`src/rtl/cs_sample_feeder.sv`:
```
// cs_sample_feeder: buffers valid/ready samples in a FIFO and streams them to CS.X, flagging full-window Y cycles
//  clk_i       clock, all state on posedge
//  rst_ni      asynchronous active-low reset
//  in_data_i   sample from source          in_valid_i  sample valid
//  in_ready_o  FIFO not full
//  start_i     level run request
//  x_out_o     registered sample to CS.X   x_strobe_o  x_out_o is a new sample
//  y_valid_o   CS.Y covers WINDOW fresh contiguous samples
//  underrun_o  sticky, FIFO ran dry while streaming
//  level_o     FIFO occupancy              busy_o      not idle
module cs_sample_feeder #(
  parameter int DW     = 8,
  parameter int DEPTH  = 16,
  parameter int AW     = 4,
  parameter int PRIME  = 8,
  parameter int WINDOW = 9,
  parameter int LAT    = 1
) (
  input  logic          clk_i,
  input  logic          rst_ni,
  input  logic [DW-1:0] in_data_i,
  input  logic          in_valid_i,
  output logic          in_ready_o,
  input  logic          start_i,
  output logic [DW-1:0] x_out_o,
  output logic          x_strobe_o,
  output logic          y_valid_o,
  output logic          underrun_o,
  output logic [AW:0]   level_o,
  output logic          busy_o
);
  localparam int WW = $clog2(WINDOW + 1);
  localparam logic [AW:0] FULL_L = (AW + 1)'(DEPTH);
  localparam logic [AW:0] PRIME_L = (AW + 1)'(PRIME);
  localparam logic [WW-1:0] WIN_L = WW'(WINDOW);
  typedef enum logic [1:0] {IDLE, FILL, STREAM} state_e;
  state_e state_q, state_d;
  logic [DW-1:0] mem_q [DEPTH];
  logic [AW-1:0] wr_ptr_q, rd_ptr_q;
  logic [AW:0] level_q;
  logic [DW-1:0] x_out_q, x_out_d;
  logic x_strobe_q, x_strobe_d, underrun_q, underrun_d;
  logic [WW-1:0] win_cnt_q, win_cnt_d;
  logic [LAT-1:0] y_pipe_q;
  logic push, pop, empty, y_tap;
  assign in_ready_o = level_q != FULL_L;
  assign empty = level_q == '0;
  assign push = in_valid_i && in_ready_o;
  assign y_tap = x_strobe_q && (win_cnt_q == WIN_L);
  always_comb begin
    state_d = state_q;
    pop = 1'b0;
    x_strobe_d = 1'b0;
    x_out_d = x_out_q;
    underrun_d = underrun_q;
    win_cnt_d = '0;
    case (state_q)
      IDLE: state_d = start_i ? FILL : IDLE;
      FILL: state_d = !start_i ? IDLE : (level_q >= PRIME_L ? STREAM : FILL);
      STREAM: begin
        if (!start_i) begin
          state_d = IDLE;
        end else if (!empty) begin
          pop = 1'b1;
          x_strobe_d = 1'b1;
          x_out_d = mem_q[rd_ptr_q];
          win_cnt_d = (win_cnt_q == WIN_L) ? win_cnt_q : win_cnt_q + 1'b1;
        end else begin
          // No bypass: a same-cycle push into an empty FIFO still counts as a dry pop.
          underrun_d = 1'b1;
          state_d = FILL;
        end
      end
      default: state_d = IDLE;
    endcase
  end
  always_ff @(posedge clk_i) begin
    if (push) mem_q[wr_ptr_q] <= in_data_i;
  end
  always_ff @(posedge clk_i or negedge rst_ni) begin
    if (!rst_ni) begin
      state_q <= IDLE;
      wr_ptr_q <= '0;
      rd_ptr_q <= '0;
      level_q <= '0;
      x_out_q <= '0;
      x_strobe_q <= 1'b0;
      underrun_q <= 1'b0;
      win_cnt_q <= '0;
      y_pipe_q <= '0;
    end else begin
      state_q <= state_d;
      wr_ptr_q <= wr_ptr_q + AW'(push);
      rd_ptr_q <= rd_ptr_q + AW'(pop);
      level_q <= level_q + (AW + 1)'(push) - (AW + 1)'(pop);
      x_out_q <= x_out_d;
      x_strobe_q <= x_strobe_d;
      underrun_q <= underrun_d;
      win_cnt_q <= win_cnt_d;
      // Shift register of LAT stages; truncation drops the oldest bit.
      y_pipe_q <= LAT'({y_pipe_q, y_tap});
    end
  end
  assign x_out_o = x_out_q;
  assign x_strobe_o = x_strobe_q;
  assign y_valid_o = y_pipe_q[LAT-1];
  assign underrun_o = underrun_q;
  assign level_o = level_q;
  assign busy_o = state_q != IDLE;
endmodule

```
`config.mk`:
```
export PLATFORM = sky130hd
export DESIGN_NAME = cs_sample_feeder
export DESIGN_NICKNAME = d
export VERILOG_FILES = /design/src/rtl/cs_sample_feeder.sv
export SDC_FILE = /design/constraint.sdc
export NUM_CORES = 1
export LEC_CHECK = 0
export CORE_UTILIZATION = 60
export CTS_CLUSTER_SIZE = 14
export DETAILED_ROUTE_END_ITERATION = 8
export MAX_ROUTING_LAYER = met4
export PLACE_DENSITY = 0.79
export SETUP_SLACK_MARGIN = 0.5
export SYNTH_ARGS = -nofsm -noshare
export SYNTH_HDL_FRONTEND = slang
export SYNTH_SLANG_ARGS = --single-unit
export TNS_END_PERCENT = 30
```
`constraint.sdc`:
```
create_clock -name clk_i -period 3 [get_ports clk_i]
set_input_delay 0.6 -clock clk_i [delete_from_list [all_inputs] [get_ports clk_i]]
set_output_delay 0.6 -clock clk_i [all_outputs]
set_load 0.1 [all_outputs]
```
# After elaboration in Yosys (flattened, before gate mapping)

Memories as Yosys holds them, arrays and structs flattened. A register that Yosys moved wholly into a read port is not among the register bits.
Cells that the tools add are included.

$add $sub $neg: 5
$lt $le $gt $ge: 1
Equal/unequal tests: 6
Mux-type cells: 15
Bitwise logic cells: 1
Reduce and logical (&&, ||, !) cells: 8

Operators with widths:

| cell                                                               | count |
|---|---|
| two-way mux 4 bit                                                  | 4 |
| adder 4 x 1 -> 4 bit                                               | 2 |
| two-way mux 2 bit                                                  | 4 |
| two-way mux 1 bit                                                  | 6 |
| case mux 2 bit (3 select lines)                                    | 1 |
| AND reduction 3 bit                                                | 2 |
| adder 5 x 1 -> 5 bit                                               | 1 |
| greater-or-equal comparator 5 x 4 -> 1 bit (second input constant) | 1 |
| zero test 5 bit                                                    | 1 |
| != test 5 bit (second input constant)                              | 1 |
| subtractor 5 x 1 -> 5 bit                                          | 1 |
| adder 4 x 1 -> 4 bit (second input constant)                       | 1 |
| equality test 4 bit (second input constant)                        | 1 |
| != test 4 bit (second input constant)                              | 1 |
| != test 3 bit (second input constant)                              | 1 |
| equality test 2 x 1 -> 1 bit (second input constant)               | 1 |
| equality test 2 bit (second input constant)                        | 1 |
| logical AND 1 bit                                                  | 2 |
| zero test 2 bit                                                    | 1 |
| nonzero test 2 bit                                                 | 1 |
| zero test 1 bit                                                    | 1 |
| inverter 1 bit                                                     | 1 |

Register bits: 22
RAM bits: 128
Input bits: 12
Output and inout port bits: 18
Word-level logic and storage cells: 45
Memories: 1

Memory list:

| name  | depth | bits a word | read ports | clocked after memory_dff | write ports | RTL line | text |
|---|---|---|---|---|---|---|---|
| mem_q | 16    | 8           | 1          | 1                        | 1           | 38       | `logic [DW-1:0] mem_q [DEPTH];` |

# Longest topological paths before layout

Depth after elaboration: 5
Mapped depth: 15
Gate-level depth less buffers: 13

# Worst setup path before layout

No wires, ideal clock.

Path type: register to register
From: reg level_q[4], in the netlist level_o[4]
To: reg level_q[4], in the netlist level_o[4]
Arrival: 4.082 ns
Slack: -1.162 ns
Stages on the path, launching flop included: 13
Path buffers: 1
Path through: dfrtp_1 -> nand4bb_1 -> and2_1 -> buf_2 -> or2_2 -> nand2_1 -> ha_1 -> inv_1 -> fa_1 -> inv_1 -> a21oi_1 -> o21bai_1 -> xnor2_1

Elaborated cells on any way between the ends: 8
Classes of those cells: add/sub (2); eq/ne (1); mux (3); reduce/logical (2)

RTL lines:

| what                      | RTL line | text |
|---|---|---|
| from (decl)               | 40       | `logic [AW:0] level_q;` |
| from (signal assigned)    | 95       | `level_q <= level_q + (AW + 1)'(push) - (AW + 1)'(pop);` |
| != test 5 bit             | 46       | `assign in_ready_o = level_q != FULL_L;` |
| via in_ready_o            | 23       | `output logic in_ready_o,` |
| logical AND 1 bit         | 48       | `assign push = in_valid_i && in_ready_o;` |
| adder 5 x 1 -> 5 bit      | 95       |  |
| subtractor 5 x 1 -> 5 bit | 95       |  |

The timed path passes the listed nets, and every way through them passes these cells.
A chain may end at the register's enable or synchronous reset.

# Worst setup path after layout

From: reg level_q[3], in the netlist level_o[3]
To: reg level_q[4], in the netlist level_o[4]

Cells in the longest elaborated chain, start to end: 5
Elaborated cells on any way between the ends: 8
Classes of those cells: add/sub (2); eq/ne (1); mux (3); reduce/logical (2)

Ends and longest elaborated chain:

| what                                                         | RTL line |
|---|---|
| branches (longest 4 deep; another with adder 5 x 1 -> 5 bit) | n/a |
| subtractor 5 x 1 -> 5 bit *                                  | 95 |

Mark *: on every way between the ends.

==> flow_summary_export.csv <==
group,metric,value,unit
global_routing,overflow,0,
synth,syn-num-nets,368,
floorplanning,start_util,0.620,
worst_hold_path,hold_path_class,"in2async",
critical_path,r2r_slack,0.32,ns
critical_path,cp-startpoint,"level_o[3]$_DFF_PN0_",
timing,hold_viol_final,0,
clocking,clock-sinks,158,
critical_path,r2r_end,"level_o[4]$_DFF_PN0_",
layout,drive_gt1_frac,0.324,
timing,finalCritPeriodShare,0.894,
timing,drv_slew,0,
critical_path,crit_end,"level_o[4]$_DFF_PN0_",
route,drc_errors,0,
clocking,cts.clk_slew.worst_paths,0.06,ns
timing,post-route-min-period,2.68,ns
route,drt_first_pass_iters,4,
critical_path,cp_slowest_cell,"dfrtp_4",
placement,place.gp.congestion,0.760,
timing,clock_skew,0.00762,ns
critical_path,worst_r2r_startpoint,"level_o[3]$_DFF_PN0_",
layout,area_growth,19.6,%
placement,dpl-instance-area,6920,um2
synth,synthFlopType,"edfxtp_1",
synth,yosysSeqAreaShare,0.718,
clocking,h-tree-depth,4,
synth,ys_types,42,
route,wl_per_cell,21.2,um
clocking,clock-root-buffer,"clkbuf_8",
run,cap_viol_max_count,0,
synth,syn_area,6400,um2
floorplanning,die_h,105,um
floorplanning,placementRows,37,
placement,io_buffers,29,
synth,synth_warnings,0,
synth,synth_edf_count,128,
critical_path,max_stage_delay,0.49,ns
clocking,clockBufferDepth,2,
timing,rsz0062_at_grt,"yes",
route,vias,3217,
critical_path,cp_cell_sequence,"inv_4 > ha_4 > or4b_4 > or3b_4 > buf_12 > nand2_4 > nand2_2 > ha_4 > inv_2 > fa_2 > inv_2 > a21oi_2 > o21bai_1 > xnor2_1",
synth,synth-seq-cells,158,
layout,antenna_cells,0,
timing,tightest_slew,0.952,ns
layout,postLayoutCoreUtil,0.741,
critical_path,arrival,3.12,ns
global_routing,antenna_found_initial,0,
synth,synth_top_area_frac,0.601,
synth,async_flop_share,0.190,
route,viasPerCell,5.85,
layout,nets,427,
placement,dp_hpwl,6890,um
clocking,cts_tree,"built",
clocking,numCtsBuffers,17,
critical_path,worst_ep_required_time,3.44,ns
layout,num-fill-cells,584,
timing,max_freq,373,MHz
critical_path,r2r_cells,14,
synth,syn_area_per_cell,18.7,um2
critical_path,critical_path_class,"reg2reg",
floorplanning,die_area,11100,um2
critical_path,cp-start-kind,"register",
global_routing,grt_pass1_vias,3281,
synth,synth_area_leaders,"edfxtp_1 (60%), dfrtp_1 (12%), mux4_2 (9.9%), ha_1 (2.5%), mux4_1 (1.6%)",
route,initialDrtViolationCount,222,
critical_path,critPathMaxFanout,3,
timing,relSlewSlack,0.365,
floorplanning,die_w,105,um
global_routing,grt_max_degree,34,
route,drt-total-wl,11700,um
route,ant_nets,0,
critical_path,worstSetupEndpointType,"register",
timing,setup_violations,0,
synth,syn_inst,342,
power_and_ir_drop,max-vdd-ir-drop,0.000775,V
status,status,"finished, final reports clean",
synth,post-synth-top-area-cell,"edfxtp_1",
floorplanning,pin_count,30,
global_routing,grtUsageTotal,0.246,
layout,design_area,7650,um2
clocking,clock_latency,0.53,ns
power_and_ir_drop,p_per_area,1020,nW/um2
power_and_ir_drop,power.leakage,2.82,nW
global_routing,grt_pass1_wl,18400,um
floorplanning,core,10300,um2
## layout by cell type, fill, tap and decap left out, types with 3 or more instances in the layout
cell type | Yosys | routed
a211o_1 | 8 | 8
a21oi_1 | 12 | 11
a22o_1 | 8 | 8
buf_4 | 2 | 45
bufinv_16 | 0 | 3
clkbuf_16 | 0 | 16
clkdlybuf4s50_1 | 0 | 11
clkinv_2 | 0 | 5
dfrtp_1 | 30 | 24
dfrtp_2 | 0 | 3
dfrtp_4 | 0 | 3
edfxtp_1 | 128 | 128
ha_1 | 13 | 11
inv_1 | 13 | 9
mux2i_1 | 8 | 8
mux4_1 | 4 | 4
mux4_2 | 28 | 28
nand2_1 | 5 | 3
nand2b_1 | 3 | 3
nand3_1 | 4 | 4
nand3b_1 | 3 | 3
nor2_1 | 16 | 13
nor2_2 | 0 | 3
nor2b_1 | 9 | 9
xnor2_1 | 4 | 4
xor2_1 | 5 | 5
## kinds of logic after synthesis
group / count (synthesis) / share of synthesized area
muxes: 40 / 0.128
xor gates and xnor gates: 9 / 0.0123
AOI/OAI and AO/OA: 35 / 0.0399
buffers and inverters: 32 / 0.0274
and+or+nand+nor: 54 / 0.0460
adders and majority gates: 14 / 0.0286
DFF: 158 / 0.718
## sequential cells by signal, indices dropped and copies added (netlist names), 2 cells and up
signal / flops
level_o: 5
state_q: 2
win_cnt_q: 4
rd_ptr_q: 4
wr_ptr_q: 4
x_out_o: 8
mem_q: 128
## per-stage QoR
stage / setup TNS (ns) / power (mW) / hold WS (ns) / setup slack (ns) / cells
6_report: 0 / 7.78 / 0.468 / 0.318 / 550
5_1_grt: 0 / 8.09 / 0.495 / 0.233 / 550
4_1_cts: 0 / 7.78 / 0.463 / 0.345 / 548
3_5_place_dp: -0.0197 / 5.61 / 0.457 / -0.0197 / 506
3_3_place_gp: 0 / 5.54 / 0.469 / 0.0793 / 506
2_1_floorplan: -0.00637 / 5.05 / 0.304 / -0.00637 / 342
## what timing repair did
action                     CTS  global route
hold endpoints to repair     0             0
setup buffers                9             2
cloned                       1             0
setup endpoints to repair    4             4
pin swaps                    4             5
hold buffers                 0             0
resized for setup            5             6
## worst min-delay path by stage
stage | to | cells after the start | start
2_1_floorplan | level_o[0]$_DFF_PN0_ | 0 | rst_ni
3_3_place_gp | y_valid_o$_DFF_PN0_ | 1 | x_strobe_o$_DFF_PN0_
3_5_place_dp | underrun_o$_DFFE_PN0P_ | 2 | underrun_o$_DFFE_PN0P_
4_1_cts | y_valid_o$_DFF_PN0_ | 2 | rst_ni
5_1_grt | win_cnt_q[2]$_DFFE_PN0P_ | 2 | rst_ni
6_report | win_cnt_q[1]$_DFFE_PN0P_ | 2 | rst_ni
## per-layer routing
layer  track usage  part of all wire  up-vias
met5             -                 0        -
met4        0.0976             0.015        0
met3        0.0538             0.072       13
met2         0.398              0.53      127
met1         0.308              0.38     1620
li1              -                 -     1457
## where the power goes
| group | switching [mW] | internal, mW |
|---|---|---|
| clock | 0.803 | 1.25 |
| combinational | 1.56 | 1.12 |
| sequential | 0.315 | 2.72 |
## critical path, delay by kind of cell (launching register included)
family	cells	cell delay (ns)
buffers and inverters	4	0.28
flip-flops	1	0.49
XOR/XNOR	1	0.14
AO/OA/AOI/OAI	2	0.21
AND/OR/NAND/NOR	4	0.84
adder cells (fa/ha/maj)	3	0.62
## synthesized netlist by cell type, types with 5 or more instances
library cell,n
nor2_1,16
a21oi_1,12
mux2i_1,8
ha_1,13
edfxtp_1,128
buf_2,7
nor2b_1,9
clkbuf_1,5
inv_1,13
mux4_2,28
nand2_1,5
xor2_1,5
a211o_1,8
dfrtp_1,30
a22o_1,8
## cell type report
class / instances / area [um2] / share of cell area
flip-flops and latches: 158 / 4610 / 0.603
clock inverters: 13 / 148 / 0.0193
repair buffers: 59 / 520 / 0.0680
clock buffers: 19 / 422 / 0.0551
multi-input cells: 152 / 1730 / 0.226
inverters: 13 / 53.8 / 0.00703
well taps: 136 / 170 / 0.0222
Note: power is estimated with default switching activity, not from simulation.
